--- src/rtl/score_argmax_collector_if.sv ---
// Score stream in, argmax result out. The slave modport is the collector's view;
// master is the view of whatever drives beats and consumes results.
interface score_argmax_collector_if #(
    parameter int DATA_WIDTH  = 19,
    parameter int OUT_WIDTH   = 32,
    parameter int CLASSES_QNT = 10,
    parameter int IDX_WIDTH   = (CLASSES_QNT > 1) ? $clog2(CLASSES_QNT) : 1
);
    // Handshake: a score beat transfers on a clock-enabled rising edge where
    // i_valid and o_ready are both high; a result transfers on a clock-enabled
    // edge where o_valid and i_ready are both high. Neither side may make valid
    // depend on the other side's ready.
    logic [DATA_WIDTH-1:0]             i_data;
    logic                              i_valid;
    logic                              i_sop;
    logic                              i_eop;
    logic                              o_ready;
    logic                              o_valid;
    logic                              i_ready;
    logic [CLASSES_QNT*OUT_WIDTH-1:0]  o_classes;
    logic [IDX_WIDTH-1:0]              o_class_idx;
    logic [OUT_WIDTH-1:0]              o_max_score;
    logic                              o_err;
    logic [1:0]                        dbg_state;

    modport slave (
        input  i_data, i_valid, i_sop, i_eop, i_ready,
        output o_ready, o_valid, o_classes, o_class_idx, o_max_score, o_err, dbg_state
    );

    modport master (
        output i_data, i_valid, i_sop, i_eop, i_ready,
        input  o_ready, o_valid, o_classes, o_class_idx, o_max_score, o_err, dbg_state
    );
endinterface

--- src/rtl/score_argmax_collector.sv ---
// Collects one frame of signed class scores, tracks the running argmax and
// holds the packed scores, winner and length-error flag until handed off.
module score_argmax_collector #(
    parameter int DATA_WIDTH  = 19,
    parameter int OUT_WIDTH   = 32,
    parameter int CLASSES_QNT = 10,
    parameter int IDX_WIDTH   = (CLASSES_QNT > 1) ? $clog2(CLASSES_QNT) : 1
) (
    input  logic                        clk,
    input  logic                        rst_n,
    input  logic                        clk_en,
    score_argmax_collector_if.slave     bus
);
    localparam int CNT_W = $clog2(CLASSES_QNT + 1);
    localparam logic [CNT_W-1:0] CNT_FULL = CNT_W'(CLASSES_QNT);

    typedef enum logic [1:0] {
        IDLE    = 2'd0,
        COLLECT = 2'd1,
        HOLD    = 2'd2
    } state_e;

    state_e                       state_q, state_d;
    logic [CNT_W-1:0]             cnt_q, cnt_d;
    logic [OUT_WIDTH-1:0]         classes_q [CLASSES_QNT];
    logic [OUT_WIDTH-1:0]         classes_d [CLASSES_QNT];
    logic signed [OUT_WIDTH-1:0]  max_q, max_d;
    logic [IDX_WIDTH-1:0]         idx_q, idx_d;
    logic                         err_q, err_d;

    logic                         accept;
    logic                         start;
    logic signed [OUT_WIDTH-1:0]  beat_ext;

    assign beat_ext = OUT_WIDTH'($signed(bus.i_data));
    assign accept   = clk_en && bus.i_valid && (state_q != HOLD);
    // A sop beat restarts the frame from either IDLE or COLLECT.
    assign start    = accept && bus.i_sop;

    always_comb begin
        state_d   = state_q;
        cnt_d     = cnt_q;
        classes_d = classes_q;
        max_d     = max_q;
        idx_d     = idx_q;
        err_d     = err_q;

        unique case (state_q)
            IDLE, COLLECT: begin
                if (start) begin
                    for (int i = 0; i < CLASSES_QNT; i++) begin
                        classes_d[i] = '0;
                    end
                    classes_d[0] = beat_ext;
                    cnt_d        = CNT_W'(1);
                    max_d        = beat_ext;
                    idx_d        = '0;
                    err_d        = 1'b0;
                    if (bus.i_eop) begin
                        state_d = HOLD;
                        err_d   = (CNT_FULL != CNT_W'(1));
                    end else begin
                        state_d = COLLECT;
                    end
                end else if (accept && (state_q == COLLECT)) begin
                    if (cnt_q < CNT_FULL) begin
                        for (int i = 0; i < CLASSES_QNT; i++) begin
                            if (CNT_W'(i) == cnt_q) begin
                                classes_d[i] = beat_ext;
                            end
                        end
                        cnt_d = cnt_q + CNT_W'(1);
                        // Strict compare keeps the lowest index on ties.
                        if (beat_ext > max_q) begin
                            max_d = beat_ext;
                            idx_d = IDX_WIDTH'(cnt_q);
                        end
                    end else begin
                        err_d = 1'b1;
                    end
                    if (bus.i_eop) begin
                        state_d = HOLD;
                        if (cnt_d != CNT_FULL) begin
                            err_d = 1'b1;
                        end
                    end
                end
            end
            HOLD: begin
                if (clk_en && bus.i_ready) begin
                    state_d = IDLE;
                end
            end
            default: state_d = IDLE;
        endcase
    end

    always_ff @(posedge clk or negedge rst_n) begin
        if (!rst_n) begin
            state_q   <= IDLE;
            cnt_q     <= '0;
            classes_q <= '{default: '0};
            max_q     <= '0;
            idx_q     <= '0;
            err_q     <= 1'b0;
        end else begin
            state_q   <= state_d;
            cnt_q     <= cnt_d;
            classes_q <= classes_d;
            max_q     <= max_d;
            idx_q     <= idx_d;
            err_q     <= err_d;
        end
    end

    for (genvar g = 0; g < CLASSES_QNT; g++) begin : g_pack
        assign bus.o_classes[g*OUT_WIDTH +: OUT_WIDTH] = classes_q[g];
    end

    assign bus.o_ready     = (state_q != HOLD);
    assign bus.o_valid     = (state_q == HOLD);
    assign bus.o_class_idx = idx_q;
    assign bus.o_max_score = max_q;
    assign bus.o_err       = err_q;
    assign bus.dbg_state   = state_q;
endmodule
--- src/flat_wrapper.sv ---
// flat-port wrapper written by rule: the top's interface ports become plain ports
module score_argmax_collector_flat 
#(
    parameter int DATA_WIDTH  = 19,
    parameter int OUT_WIDTH   = 32,
    parameter int CLASSES_QNT = 10,
    parameter int IDX_WIDTH   = (CLASSES_QNT > 1) ? $clog2(CLASSES_QNT) : 1
)
  (clk, rst_n, clk_en, bus_i_data, bus_i_valid, bus_i_sop, bus_i_eop, bus_i_ready, bus_o_ready, bus_o_valid, bus_o_classes, bus_o_class_idx, bus_o_max_score, bus_o_err, bus_dbg_state);
  score_argmax_collector_if #(.DATA_WIDTH(DATA_WIDTH), .OUT_WIDTH(OUT_WIDTH), .CLASSES_QNT(CLASSES_QNT), .IDX_WIDTH(IDX_WIDTH)) bus_i ();
  input  logic clk;
  input  logic rst_n;
  input  logic clk_en;
  input wire logic [$bits(bus_i.i_data)-1:0] bus_i_data;
  input wire logic [$bits(bus_i.i_valid)-1:0] bus_i_valid;
  input wire logic [$bits(bus_i.i_sop)-1:0] bus_i_sop;
  input wire logic [$bits(bus_i.i_eop)-1:0] bus_i_eop;
  input wire logic [$bits(bus_i.i_ready)-1:0] bus_i_ready;
  output wire logic [$bits(bus_i.o_ready)-1:0] bus_o_ready;
  output wire logic [$bits(bus_i.o_valid)-1:0] bus_o_valid;
  output wire logic [$bits(bus_i.o_classes)-1:0] bus_o_classes;
  output wire logic [$bits(bus_i.o_class_idx)-1:0] bus_o_class_idx;
  output wire logic [$bits(bus_i.o_max_score)-1:0] bus_o_max_score;
  output wire logic [$bits(bus_i.o_err)-1:0] bus_o_err;
  output wire logic [$bits(bus_i.dbg_state)-1:0] bus_dbg_state;
  assign bus_i.i_data = bus_i_data;
  assign bus_i.i_valid = bus_i_valid;
  assign bus_i.i_sop = bus_i_sop;
  assign bus_i.i_eop = bus_i_eop;
  assign bus_i.i_ready = bus_i_ready;
  assign bus_o_ready = bus_i.o_ready;
  assign bus_o_valid = bus_i.o_valid;
  assign bus_o_classes = bus_i.o_classes;
  assign bus_o_class_idx = bus_i.o_class_idx;
  assign bus_o_max_score = bus_i.o_max_score;
  assign bus_o_err = bus_i.o_err;
  assign bus_dbg_state = bus_i.dbg_state;
  score_argmax_collector #(.DATA_WIDTH(DATA_WIDTH), .OUT_WIDTH(OUT_WIDTH), .CLASSES_QNT(CLASSES_QNT), .IDX_WIDTH(IDX_WIDTH)) u_core (.clk(clk), .rst_n(rst_n), .clk_en(clk_en), .bus(bus_i));
endmodule
--- config.mk ---
export PLATFORM = sky130hd
export DESIGN_NAME = score_argmax_collector_flat
export DESIGN_NICKNAME = d
export VERILOG_FILES = /design/src/rtl/score_argmax_collector_if.sv /design/src/rtl/score_argmax_collector.sv /design/src/flat_wrapper.sv
export SDC_FILE = /design/constraint.sdc
export NUM_CORES = 1
export LEC_CHECK = 0
export CORE_UTILIZATION = 44
export CTS_CLUSTER_DIAMETER = 100
export DETAILED_ROUTE_END_ITERATION = 6
export MAX_ROUTING_LAYER = met4
export PLACE_DENSITY = 0.81
export SKIP_CTS_REPAIR_TIMING = 1
export SLEW_MARGIN = 20
export SYNTH_ARGS = -nofsm -noshare
export SYNTH_HDL_FRONTEND = slang
export SYNTH_SLANG_ARGS = --single-unit
--- constraint.sdc ---
create_clock -name clk -period 3.13 [get_ports clk]
set_input_delay 0.626 -clock clk [delete_from_list [all_inputs] [get_ports clk]]
set_output_delay 0.626 -clock clk [all_outputs]
set_load 0.02 [all_outputs]
Yosys cells after proc, flatten, opt, wreduce, memory -nomap -nowiden
Cells that the tools add are included.
{"block": "word_totals", "in_bits": 26, "elab_cells": 107, "reg_bits": 363}
{"block": "op_classes", "n_addsub": 1, "n_eq_ne": 16, "reduce_logical": 34, "order_cmp": 2, "mux": 39}
{"op": "$mux 320", "count": 3}
{"op": "$mux 32", "count": 14}
{"op": "$reduce_and 4->1", "count": 11}
{"op": "$mux 4", "count": 10}
{"op": "$gt 19x32->1", "count": 1}
{"op": "$reduce_bool 2->1", "count": 13}
{"op": "$eq 3x4->1 const A", "count": 4}
{"op": "$mux 2", "count": 5}
{"op": "$eq 2x4->1 const A", "count": 2}
{"op": "$eq 4x4->1 const A", "count": 2}
{"op": "$mux 1", "count": 6}
{"op": "$logic_and 1x1->1", "count": 5}
{"op": "$add 4x1->4 const B", "count": 1}
{"op": "$eq 1x4->1 const A", "count": 1}
{"op": "$logic_not 4->1", "count": 1}
{"op": "$lt 4x4->1 const B", "count": 1}
{"op": "$ne 4x4->1 const B", "count": 1}
{"op": "$pmux 2 s2", "count": 1}
{"op": "$ne 3x1->1 const B", "count": 1}
{"op": "$ne 3x2->1 const B", "count": 1}
{"op": "$reduce_and 3->1", "count": 1}
{"op": "$eq 2x1->1 const B", "count": 1}
{"op": "$eq 2x2->1 const B", "count": 1}
{"op": "$logic_not 2->1", "count": 1}
{"op": "other kinds (4)", "count": 4}

Logic depth before layout (Yosys ltp)
Gate-level depths: netlist of run 1.
{"block": "logic_depth", "ltp_word": 11, "ltp_mapped": 9, "ltp_nobuf": 8}

Least setup slack after synthesis of run 1
No wires, ideal clock.
{"block": "synth_timing", "path_kind": "input to register", "from": "input bus_i_data[15]", "to": "register u_core.max_q[10], in the netlist u_core.bus.o_max_score[10]", "n_path_buf": 1, "slack_ns": 0.210, "arrival_ns": 2.795, "setup_ns": 0.125, "cell_stages": 8, "path_cell_list": "ha_1 > nand4_1 > or4_4 > o32a_1 > a31oi_4 > nand2_4 > buf_6 > mux2_4"}
{"block": "synth_via", "elab_chain_cells": 3}
{"element": "start: declaration", "line": "flat_wrapper.sv:14", "source": "input wire logic [$bits(bus_i.i_data)-1:0] bus_i_data;"}
{"element": "$gt 19x32->1", "line": "score_argmax_collector.sv:74", "source": "if (beat_ext > max_q) begin"}
{"element": "$reduce_bool 2->1 (no source line)"}
{"element": "$reduce_and 4->1 (no source line)"}
{"element": "end signal: assignment", "line": "score_argmax_collector.sv:110", "source": "max_q <= max_d;"}
{"element": "end: declaration", "line": "score_argmax_collector.sv:27", "source": "logic signed [OUT_WIDTH-1:0] max_q, max_d;"}
Every way passes these cells.
A chain may end at the register's enable or synchronous reset.

Worst setup path after layout of run 1
{"block": "layout_timing", "from": "input bus_i_data[15]", "to": "register u_core.max_q[15], in the netlist u_core.bus.o_max_score[15]"}
{"block": "layout_via", "elab_chain_cells": 4, "word_cells_on_any_way": 7}
{"element": "branches (longest 4 deep; another with $gt 19x32->1)"}
Parallel ways; which one is timed is not known. The select of a mux whose other input is x is not followed.

==> results.ini, run 1 <==
[cts]
cts_max_level = 1
cts_tree = yes
numCtsBuffers = 24
cts-root-buf = clkbuf_16
clk_pin_slew_worst_paths_ns = 0.06
max-clock-path-buffers = 3
clk_latency_ns = 0.51
clkSinkCount = 220

[layout]
num_antenna_cells = 0
ff_latch_area_um2 = 5505
finish.utilization = 0.6344
fillers = 1717
multiInputGateArea_um2 = 2937
fin_nets = 1278
drive_above_1_share = 0.09230
area_growth_pct = 41.44

[hold_path]
hold_class = primary input to async pin

[global_route]
antenna_found_initial = 1
gr-total-overflow = 0
track_usage = 0.2606
grt_pass1_vias = 7335
grt_max_degree = 85
grt_first_pass_wirelength_um = 43140

[timing]
fin_crit_ns = 3.074
worst-slew-pin-transition_ns = 0.6665
hold_viol = 0
clock_skew_ns = 0.01607
rsz0062_at_grt = no
setup_viol = 0
max_freq_ghz = 0.3253
slew_viol_final = 0
max_slew_margin = 0.5546
layout_setup_ws_ns = 0.05605
finalCritPeriodShare = 0.9821

[yosys]
synth.area.mux_share = 0.04640
synthesis.nets = 1017
synthAdderAreaFrac = 0.02940
synth.yosys.seq_area_share = 0.5624
synth_top_family_by_area = buffers and inverters
ys_types = 37
postSynthCellCount = 968
syn_area_per_cell_um2 = 10.11
synth_edf_count = 0
synth_flop_cell = dfrtp_1
synthXorXnorAreaFrac = 0
synth_async_sr_flop_share = 1.000
synth_compound_area_frac = 0.1172
synth-seq-cells = 220
syn_area_um2 = 9789
synthSimpleGateAreaFrac = 0.1070
synth_warnings = 0

[detailed_routing]
drt_iter0_markers = 328
wl_um = 29130
post_drt_via_cell_ratio = 5.048
drc = 0
final_antenna_net_count = 0
wl_per_cell_um = 19.09
dr.pass1.iters = 5
via_count = 7703

[placed_design]
port_buffers = 386
dp_slack_ns = -0.4071
gp_congestion = 0.8233
dp_hpwl_um = 19920

[worst_setup_path]
required_ns = 3.51
slowest_stage = or4_4
critPathMaxFanout = 19
path_class = primary input to flop
endpoint_kind = flop
cp.arrival_ns = 3.46
critPathMaxStageDelay_ns = 0.61
path_delay_family = simple AND/OR/NAND/NOR gates
crit_chain = clkdlybuf4s50_1 > ha_1 > nand4_1 > or4_4 > o32a_1 > a31oi_4 > nand2_4 > mux2_4
critPathLaunchType = primary input
path_buf_inv = 1

[floorplan]
die_w_um = 151.2
die-area_um2 = 22850
io_pins = 387
fp.dieH_um = 151.2
num_rows = 54
core_area_um2 = 21820
start_util = 0.4486

[status]
status = finished clean

[run]
cap_violations = 0

[pwr]
ir_drop_mv = 0.5751
pwr_density_cell_nw_per_um2 = 1224
leakagePower_nw = 6.223

==> stage by stage <==
stage | total power, mW | hold slack (ns) | cell area, um2 | TNS (ns) | cells
after detailed placement | 14.21 | 0.4691 | 13070 | -7.791 | 1483
final | 16.95 | 0.1219 | 13850 | 0 | 1526
after floorplan | 10.33 | 0.3304 | 9789 | 0 | 968
after global placement | 13.96 | 0.4603 | 13070 | -6.289 | 1483
after CTS | 17.08 | 0.1320 | 13850 | 0 | 1526
after global routing | 17.90 | 0.1530 | 13850 | 0 | 1526
==> worst paths after layout <==
check / from / endpoint / slack [ns] / depth (start not counted)
setup / recovery: bus_i_data[15] / u_core.bus.o_max_score[15] / 0.06 / 8
hold / removal: rst_n / u_core.bus.o_classes[228] / 0.12 / 1
setup reg to reg: u_core.bus.o_max_score[15] / u_core.bus.o_max_score[15] / 0.20 / 8
hold reg to reg: u_core.bus.o_classes[192] / u_core.bus.o_classes[192] / 0.48 / 2
max in group asynchronous: rst_n / u_core.bus.o_classes[267] / 2.21 / 2
min in group clk: u_core.bus.o_classes[192] / u_core.bus.o_classes[192] / 0.48 / 2
==> area by class of cell <==
class,instances,share of cell area
flip-flops and latches,220,0.3976
repair buffers,421,0.3011
multi-input cells,534,0.2121
clock buffers,33,0.04798
well taps,280,0.02530
clock inverters,10,0.008314
inverters,28,0.007591
==> routing by layer <==
metal,track usage,vias to the layer above,part of all wire
met2,0.4397,330,0.51
met3,0.04367,58,0.067
met4,0.08450,0,0.027
met1,0.3185,3746,0.40
met5,-,-,0
li1,-,3569,-
==> where the power goes <==
group	internal [mW]	total, mW	switching, mW
sequential	4.11	5.12	1.01
combinational	4.30	9.05	4.74
clock	1.65	2.79	1.13
total	10.1	17.0	6.89
==> worst reg2reg max path, stage by stage (launching register included) <==
cell and delay, ns:
dfrtp_1 0.39, inv_1 0.06, ha_1 0.29, nand4_1 0.23, or4_4 0.62, o32a_1 0.41
a31oi_4 0.22, nand2_4 0.23, mux2_4 0.37
==> cell families (layout without fill, tap and decap cells) <==
| kind of cell | count (synthesis) | count (layout) |
|---|---|---|
| compound gates | 210 | 210 |
| simple gates | 264 | 264 |
| buf+inv | 214 | 492 |
| flops | 220 | 220 |
| fa+ha+maj | 23 | 23 |
| mux | 37 | 37 |
==> cells in the mapped netlist, drive strengths merged (2+ instances only) <==
cell    number  area [um2]
a21oi       11       55.05
a31oi        3       33.78
buf        146        1092
clkbuf      40       150.1
dfrtp      220        5505
ha          23       287.8
inv         28       105.1
mux2        37       454.2
nand2      236       893.4
nand2b       2       12.51
nand3        5       25.02
nand4        5       31.28
nor2         7       26.28
nor2b        3       18.77
nor3         2       10.01
o211ai       2       15.01
o21a         2       15.01
o21ai      179       895.9
o31ai        3       22.52
o32a         2       20.02
==> layout by cell type, fill, tap and decap left out, types with 6 or more instances in the layout <==
cell type / synthesis / routed
nor2_1: 7 / 7
mux2_4: 10 / 10
ha_1: 23 / 23
inv_1: 28 / 28
clkbuf_16: 0 / 24
buf_4: 143 / 32
clkinv_2: 0 / 6
dfrtp_1: 220 / 220
a21oi_1: 11 / 11
clkbuf_1: 40 / 6
clkdlybuf4s50_1: 0 / 385
o21ai_0: 179 / 179
mux2_2: 27 / 27
nand2_1: 235 / 235
==> registers in the layout, summed over array words and instances (netlist names) <==
signal / count
u_core.bus.dbg_state: 2
u_core.bus.o_class_idx: 4
u_core.bus.o_classes: 190
u_core.bus.o_err: 1
u_core.bus.o_max_score: 19
u_core.cnt_q: 4
Note: power is estimated with default switching activity, not from simulation.
==> run 2: changes to the inputs <==
--- a/config.mk
+++ b/config.mk
@@ -5,9 +5,10 @@
 export SDC_FILE = /design/constraint.sdc
 export NUM_CORES = 1
 export LEC_CHECK = 0
-export CORE_UTILIZATION = 44
+export CORE_AREA = 2 2 152 154
 export CTS_CLUSTER_DIAMETER = 100
 export DETAILED_ROUTE_END_ITERATION = 6
+export DIE_AREA = 0 0 154 156
 export MAX_ROUTING_LAYER = met4
 export PLACE_DENSITY = 0.81
 export SKIP_CTS_REPAIR_TIMING = 1
==> constraint.sdc (replaced) <==
create_clock -name clk -period 3.8 [get_ports clk]
set_input_delay 0.76 -clock clk [delete_from_list [all_inputs] [get_ports clk]]
set_output_delay 0.76 -clock clk [all_outputs]
set_load 0.02 [all_outputs]
==> results.ini, run 2 (synthesized netlist as in run 1, its figures left out) <==
[global_route]
met2_usage = 0.4044  ; was 0.4397
grt_first_pass_wirelength_um = 44580  ; was 43140 um
antenna_found_initial = 0  ; was 1
grt_pass1_vias = 7331  ; was 7335
grt-busiest-layer = met2  ; unchanged
track_usage = 0.2481  ; was 0.2606
grt_max_degree = 85  ; unchanged
use_met1 = 0.3256  ; was 0.3185
gr-total-overflow = 0  ; unchanged
met3_usage = 0.03528  ; was 0.04367

[detailed_routing]
final_antenna_net_count = 0  ; unchanged
via_count = 7622  ; was 7703
post_drt_via_cell_ratio = 5.018  ; was 5.048
dr.pass1.iters = 5  ; unchanged
wl_per_cell_um = 19.46  ; was 19.09 um
drt_iter0_markers = 525  ; was 328
drc = 0  ; unchanged
wl_um = 29560  ; was 29130 um

[hold_path]
hold_class = primary input to async pin  ; unchanged

[worst_setup_path]
required_ns = 4.19  ; was 3.51 ns
path_delay_family = simple AND/OR/NAND/NOR gates  ; unchanged
r2r_end = u_core.bus.o_max_score[16]  ; was u_core.bus.o_max_score[15]
ff2ff_path_depth = 8  ; unchanged
cp.arrival_ns = 3.67  ; was 3.46 ns
crit_chain = clkdlybuf4s50_1 > ha_1 > nand4_1 > or4_4 > o32a_1 > a31oi_4 > nand2_4 > mux2_4  ; unchanged
endpoint_kind = flop  ; unchanged
critPathLaunchType = primary input  ; unchanged
slowest_stage = or4_4  ; unchanged
path_class = primary input to flop  ; unchanged
crit_end = u_core.bus.o_max_score[16]  ; was u_core.bus.o_max_score[15]
critPathMaxStageDelay_ns = 0.62  ; was 0.61 ns
startpoint = bus_i_data[13]  ; was bus_i_data[15]
reg2reg_setup_slack_ns = 0.78  ; was 0.20 ns
critPathMaxFanout = 19  ; unchanged
rr_startpoint = u_core.bus.o_max_score[14]  ; was u_core.bus.o_max_score[15]
cp.depth = 8  ; unchanged
path_buf_inv = 1  ; unchanged

[timing]
timing.hold.ws_ns = 0.2610  ; was 0.1219 ns
finalCritPeriodShare = 0.8638
worst-slew-pin-transition_ns = 0.6965  ; was 0.6665 ns
hold_viol = 0  ; unchanged
clock_skew_ns = 0.009592  ; was 0.01607 ns
fin_tns_setup_ns = 0  ; unchanged
slew_viol_final = 0  ; unchanged
setup_viol = 0  ; unchanged
rsz0062_at_grt = no  ; unchanged
max_freq_ghz = 0.3046
fin_crit_ns = 3.283
layout_setup_ws_ns = 0.5175  ; was 0.05605 ns
max_slew_margin = 0.5346  ; was 0.5546

[layout]
ff_latch_area_um2 = 5505  ; unchanged
area_growth_pct = 40.90  ; was 41.44%
layout_common_cells = clkdlybuf4s50_1, nand2_1, dfrtp_1, o21ai_0, inv_1  ; was clkdlybuf4s50_1, nand2_1, dfrtp_1, o21ai_0, buf_4
drive_above_1_share = 0.08435  ; was 0.09230
largest_register_ffs = 190  ; unchanged
fin_area_um2 = 13790  ; was 13850 um2
multiInputGateArea_um2 = 2937  ; unchanged
mostFrequentLayoutCell = clkdlybuf4s50_1  ; unchanged
fin_nets = 1265  ; was 1278
fillers = 1830  ; was 1717

[floorplan]
fp.dieH_um = 156  ; was 151.2 um
die_w_um = 154  ; was 151.2 um
core_area_um2 = 22370  ; was 21820 um2
die-area_um2 = 24020  ; was 22850 um2
num_rows = 55  ; was 54
start_util = 0.4377  ; was 0.4486
io_pins = 387  ; unchanged

[cts]
cts-root-buf = clkbuf_16  ; unchanged
cts_max_level = 1  ; unchanged
cts_tree = yes  ; unchanged
numCtsBuffers = 25  ; was 24
clk_pin_slew_worst_paths_ns = 0.06  ; about the same
max-clock-path-buffers = 3  ; unchanged
clk_latency_ns = 0.51  ; about the same
clkSinkCount = 220  ; unchanged

[pwr]
ir_drop_mv = 0.5205  ; was 0.5751 mV
fin_total_pwr_mw = 14.10  ; was 16.95 mW
leakagePower_nw = 6.176  ; was 6.223 nW
pwr_density_cell_nw_per_um2 = 1023  ; was 1224 nW/um2

[run]
cap_violations = 0  ; unchanged

[status]
status = finished clean  ; unchanged

[placed_design]
postPlaceCellArea_um2 = 12940  ; was 13070 um2
gp_congestion = 0.8503  ; was 0.8233
dp_slack_ns = 0.01536  ; was -0.4071 ns
dp_hpwl_um = 20230  ; was 19920 um
port_buffers = 386  ; unchanged

## run 2: worst min-delay path by stage
stage                                    startpoint                   endpoint  slack, ns  depth (start not counted)
after floorplan                               rst_n    u_core.bus.dbg_state[0]       0.46                          0
after global placement    u_core.bus.o_classes[110]  u_core.bus.o_classes[110]       0.46                          2
after detailed placement  u_core.bus.o_classes[163]  u_core.bus.o_classes[163]       0.47                          2
after CTS                                     rst_n  u_core.bus.o_classes[172]       0.27                          1
after global routing                          rst_n  u_core.bus.o_classes[136]       0.29                          1
final                                         rst_n  u_core.bus.o_classes[172]       0.26                          1
## run 2: area by class of cell
type	count	area share
Sequential cell	220	0.3991
Timing Repair Buffer	407	0.2928
Multi-Input combinational cell	534	0.2129
Clock buffer	32	0.04944
Tap cell	285	0.02585
Clock inverter	12	0.01206
Inverter	28	0.007620
Antenna cell	1	0.0001814
## run 2: stage by stage
| step | instances | util |
|---|---|---|
| floorplan | 968 | - |
| global placement | 1474 | 0.5787 |
| detailed placement | 1474 | 0.5787 |
| CTS | 1518 | 0.6166 |
| global route | 1518 | 0.6166 |
| finish | 1519 | 0.6167 |
## run 2: power breakdown
group	switching, mW	internal (mW)
clock network	0.937	1.53
registers	0.849	3.39
logic	3.89	3.51
total	5.68	8.43
## run 2: metal layers
layer | vias to the layer above | share of wire
met5 | - | 0
met4 | 0 | 0.029
met3 | 58 | 0.058
met2 | 306 | 0.49
met1 | 3714 | 0.42
li1 | 3544 | -
==> run 3: changes to the inputs <==
--- a/config.mk
+++ b/config.mk
@@ -5,12 +5,13 @@
 export SDC_FILE = /design/constraint.sdc
 export NUM_CORES = 1
 export LEC_CHECK = 0
-export CORE_AREA = 2 2 152 154
+export ABC_AREA = 1
+export CORE_AREA = 2 2 148 150
 export CTS_CLUSTER_DIAMETER = 100
 export DETAILED_ROUTE_END_ITERATION = 6
-export DIE_AREA = 0 0 154 156
+export DIE_AREA = 0 0 150 152
 export MAX_ROUTING_LAYER = met4
-export PLACE_DENSITY = 0.81
+export PLACE_DENSITY = 0.86
 export SKIP_CTS_REPAIR_TIMING = 1
 export SLEW_MARGIN = 20
 export SYNTH_ARGS = -nofsm -noshare
==> results.ini, run 3 <==
[global_route]
grt-busiest-layer = met2  ; unchanged
use_met1 = 0.3424  ; was 0.3256
antenna_found_initial = 0  ; unchanged
track_usage = 0.2722  ; was 0.2481
grt_max_degree = 91  ; was 85
gr-total-overflow = 0  ; unchanged
grt_first_pass_wirelength_um = 46600  ; was 44580 um
met2_usage = 0.4497  ; was 0.4044
met3_usage = 0.04535  ; was 0.03528
grt_pass1_vias = 7901  ; was 7331

[detailed_routing]
wl_per_cell_um = 18.95  ; was 19.46 um
wl_um = 30330  ; was 29560 um
final_antenna_net_count = 0  ; unchanged
drc = 0  ; unchanged
drt_iter0_markers = 538  ; was 525
via_count = 8253  ; was 7622
post_drt_via_cell_ratio = 5.158  ; was 5.018
dr.pass1.iters = 5  ; unchanged

[floorplan]
start_util = 0.4718  ; was 0.4377
num_rows = 54  ; was 55
die_w_um = 150  ; was 154 um
core_area_um2 = 21350  ; was 22370 um2
die-area_um2 = 22800  ; was 24020 um2
io_pins = 387  ; unchanged
fp.dieH_um = 152  ; was 156 um

[layout]
largest_register_ffs = 190  ; unchanged
fin_nets = 1355  ; was 1265
fin_area_um2 = 13730  ; was 13790 um2
area_growth_pct = 36.29  ; was 40.90%
drive_above_1_share = 0.06444  ; was 0.08435
fillers = 1659  ; was 1830
final_cells = 1600  ; was 1519
mostFrequentLayoutCell = clkdlybuf4s50_1  ; unchanged
layout_common_cells = clkdlybuf4s50_1, nand2_1, dfrtp_1, o21ai_0, nand3_1  ; was clkdlybuf4s50_1, nand2_1, dfrtp_1, o21ai_0, inv_1

[yosys]
synth.area.mux_share = 0  ; was 0.04640
synthSimpleGateAreaFrac = 0.1581  ; was 0.1070
synth_compound_area_frac = 0.1134  ; was 0.1172
synth.yosys.seq_area_share = 0.5465  ; was 0.5624
syn_area_per_cell_um2 = 9.327  ; was 10.11 um2
synth_edf_count = 0  ; unchanged
ys_top_cells_by_count = nand2_1, dfrtp_1, o21ai_0  ; unchanged
synthXorXnorAreaFrac = 0.0008695  ; was 0
synthTopCellsByArea = dfrtp_1, nand2_1, buf_4, o21ai_0, ha_1  ; was dfrtp_1, buf_4, o21ai_0, nand2_1, mux2_2
syn_area_um2 = 10070  ; was 9789 um2
synth_flop_cell = dfrtp_1  ; unchanged
synth_top_family_by_area = simple AND/OR/NAND/NOR gates  ; was buffers and inverters
synth_async_sr_flop_share = 1.000  ; unchanged
synth_area_leader_cell = dfrtp_1  ; unchanged
yosys.cell_count.top_type = nand2_1  ; unchanged
synth_warnings = 0  ; unchanged
yosysTopAreaCellShare = 0.5465  ; was 0.5624
postSynthCellCount = 1080  ; was 968
synth-seq-cells = 220  ; unchanged
synthesis.nets = 1129  ; was 1017
ys_types = 25  ; was 37
synthAdderAreaFrac = 0.02857  ; was 0.02940

[timing]
hold_viol = 0  ; unchanged
fin_crit_ns = 3.123  ; was 3.283 ns
worst-slew-pin-transition_ns = 0.8799  ; was 0.6965 ns
max_slew_margin = 0.4120  ; was 0.5346
setup_viol = 0  ; unchanged
clock_skew_ns = 0.01460  ; was 0.009592 ns
max_freq_ghz = 0.3202  ; was 0.3046 GHz
fin_tns_setup_ns = 0  ; unchanged
finalCritPeriodShare = 0.8220  ; was 0.8638
rsz0062_at_grt = no  ; unchanged
slew_viol_final = 0  ; unchanged

[cts]
cts_tree = yes  ; unchanged
max-clock-path-buffers = 3  ; unchanged
cts-root-buf = clkbuf_16  ; unchanged
clkSinkCount = 220  ; unchanged
clk_latency_ns = 0.52  ; was 0.51 ns
cts_max_level = 1  ; unchanged
numCtsBuffers = 24  ; was 25
clk_pin_slew_worst_paths_ns = 0.06  ; about the same

[placed_design]
dp_hpwl_um = 20740  ; was 20230 um
gp_congestion = 0.8434  ; was 0.8503
postPlaceCellArea_um2 = 12990  ; was 12940 um2
place_inst = 1560  ; was 1474
port_buffers = 386  ; unchanged

[worst_setup_path]
required_ns = 4.20  ; was 4.19 ns
endpoint_kind = flop  ; unchanged
cp_common_cell = nand2_2
cp.arrival_ns = 3.52  ; was 3.67 ns
slowest_stage = nand2_2  ; was or4_4
critPathLaunchType = primary input  ; unchanged
critPathMaxStageDelay_ns = 0.55  ; was 0.62 ns
path_buf_inv = 1  ; unchanged
path_class = primary input to flop  ; unchanged
path_delay_family = simple AND/OR/NAND/NOR gates  ; unchanged
critPathMaxFanout = 38  ; was 19
crit_chain = clkdlybuf4s50_1 > nand2_1 > nor2_2 > nand2_2 > o31ai_1 > nand2_2 > a21oi_4 > nand2_2 > o21ai_0  ; was clkdlybuf4s50_1 > ha_1 > nand4_1 > or4_4 > o32a_1 > a31oi_4 > nand2_4 > mux2_4

[status]
status = finished clean  ; unchanged

[hold_path]
hold_class = primary input to async pin  ; unchanged

[run]
cap_violations = 0  ; unchanged

[pwr]
ir_drop_mv = 0.4894  ; was 0.5205 mV
fin_total_pwr_mw = 13.65  ; was 14.10 mW
leakagePower_nw = 6.312  ; was 6.176 nW
pwr_density_cell_nw_per_um2 = 994.0  ; was 1023 nW/um2

[run 3: layer usage]
metal	part of all wire	vias to the layer above	wire length [um]
li1	-	3793	-
met1	0.39	3987	11900
met2	0.50	412	15060
met3	0.078	61	2374
met4	0.033	0	992
met5	0	-	0
[run 3: cell type report]
class	instances	area, um2	share of cell area
diodes	1	2.502	0.0001823
clock buffers	36	685.7	0.04994
clock inverters	3	51.30	0.003736
inverters	41	153.9	0.01121
multi-input cells	624	3032	0.2208
flip-flops and latches	220	5505	0.4010
well taps	280	350.3	0.02552
repair buffers	395	3949	0.2876
[run 3: final timing paths]
kind	to	slack, ns	from	cells past startpoint
min	u_core.bus.o_classes[2]	0.26	rst_n	1
max	u_core.bus.o_classes[72]	0.68	clk_en	9
max in group asynchronous	u_core.bus.o_classes[135]	2.62	rst_n	2
min reg2reg	u_core.bus.o_classes[2]	0.47	u_core.bus.o_classes[2]	2
max reg2reg	u_core.bus.o_classes[72]	0.91	u_core.bus.dbg_state[1]	9
min in group clk	u_core.bus.o_classes[2]	0.47	u_core.bus.o_classes[2]	2
[run 3: kinds of logic after synthesis]
logic type,count (synthesis)
adder cells (fa/ha/maj),23
flip-flops,220
XOR/XNOR,1
buffers and inverters,236
AO/OA/AOI/OAI,201
AND/OR/NAND/NOR,399
[run 3: per-stage QoR]
| stage | setup slack [ns] | hold slack (ns) | util |
|---|---|---|---|
| 2_1_floorplan | 1.587 | 0.4644 | - |
| 3_3_place_gp | 0.3032 | 0.4539 | 0.6084 |
| 3_5_place_dp | 0.1811 | 0.4581 | 0.6084 |
| 4_1_cts | 0.6573 | 0.2785 | 0.6429 |
| 5_1_grt | 0.4089 | 0.3023 | 0.6429 |
| 6_report | 0.6765 | 0.2579 | 0.6431 |
[run 3: report_power, final]
group	total [mW]	internal [mW]	switching, mW
Sequential	4.12	3.33	0.794
Clock	2.21	1.30	0.903
Combinational	7.32	3.30	4.02
[run 3: worst reg2reg max path: cells and delay by family (launching register included)]
kind            cells  cell delay, ns
compound gates      3            1.12
buf+inv             1            0.12
flops               1            0.43
simple gates        5            1.12
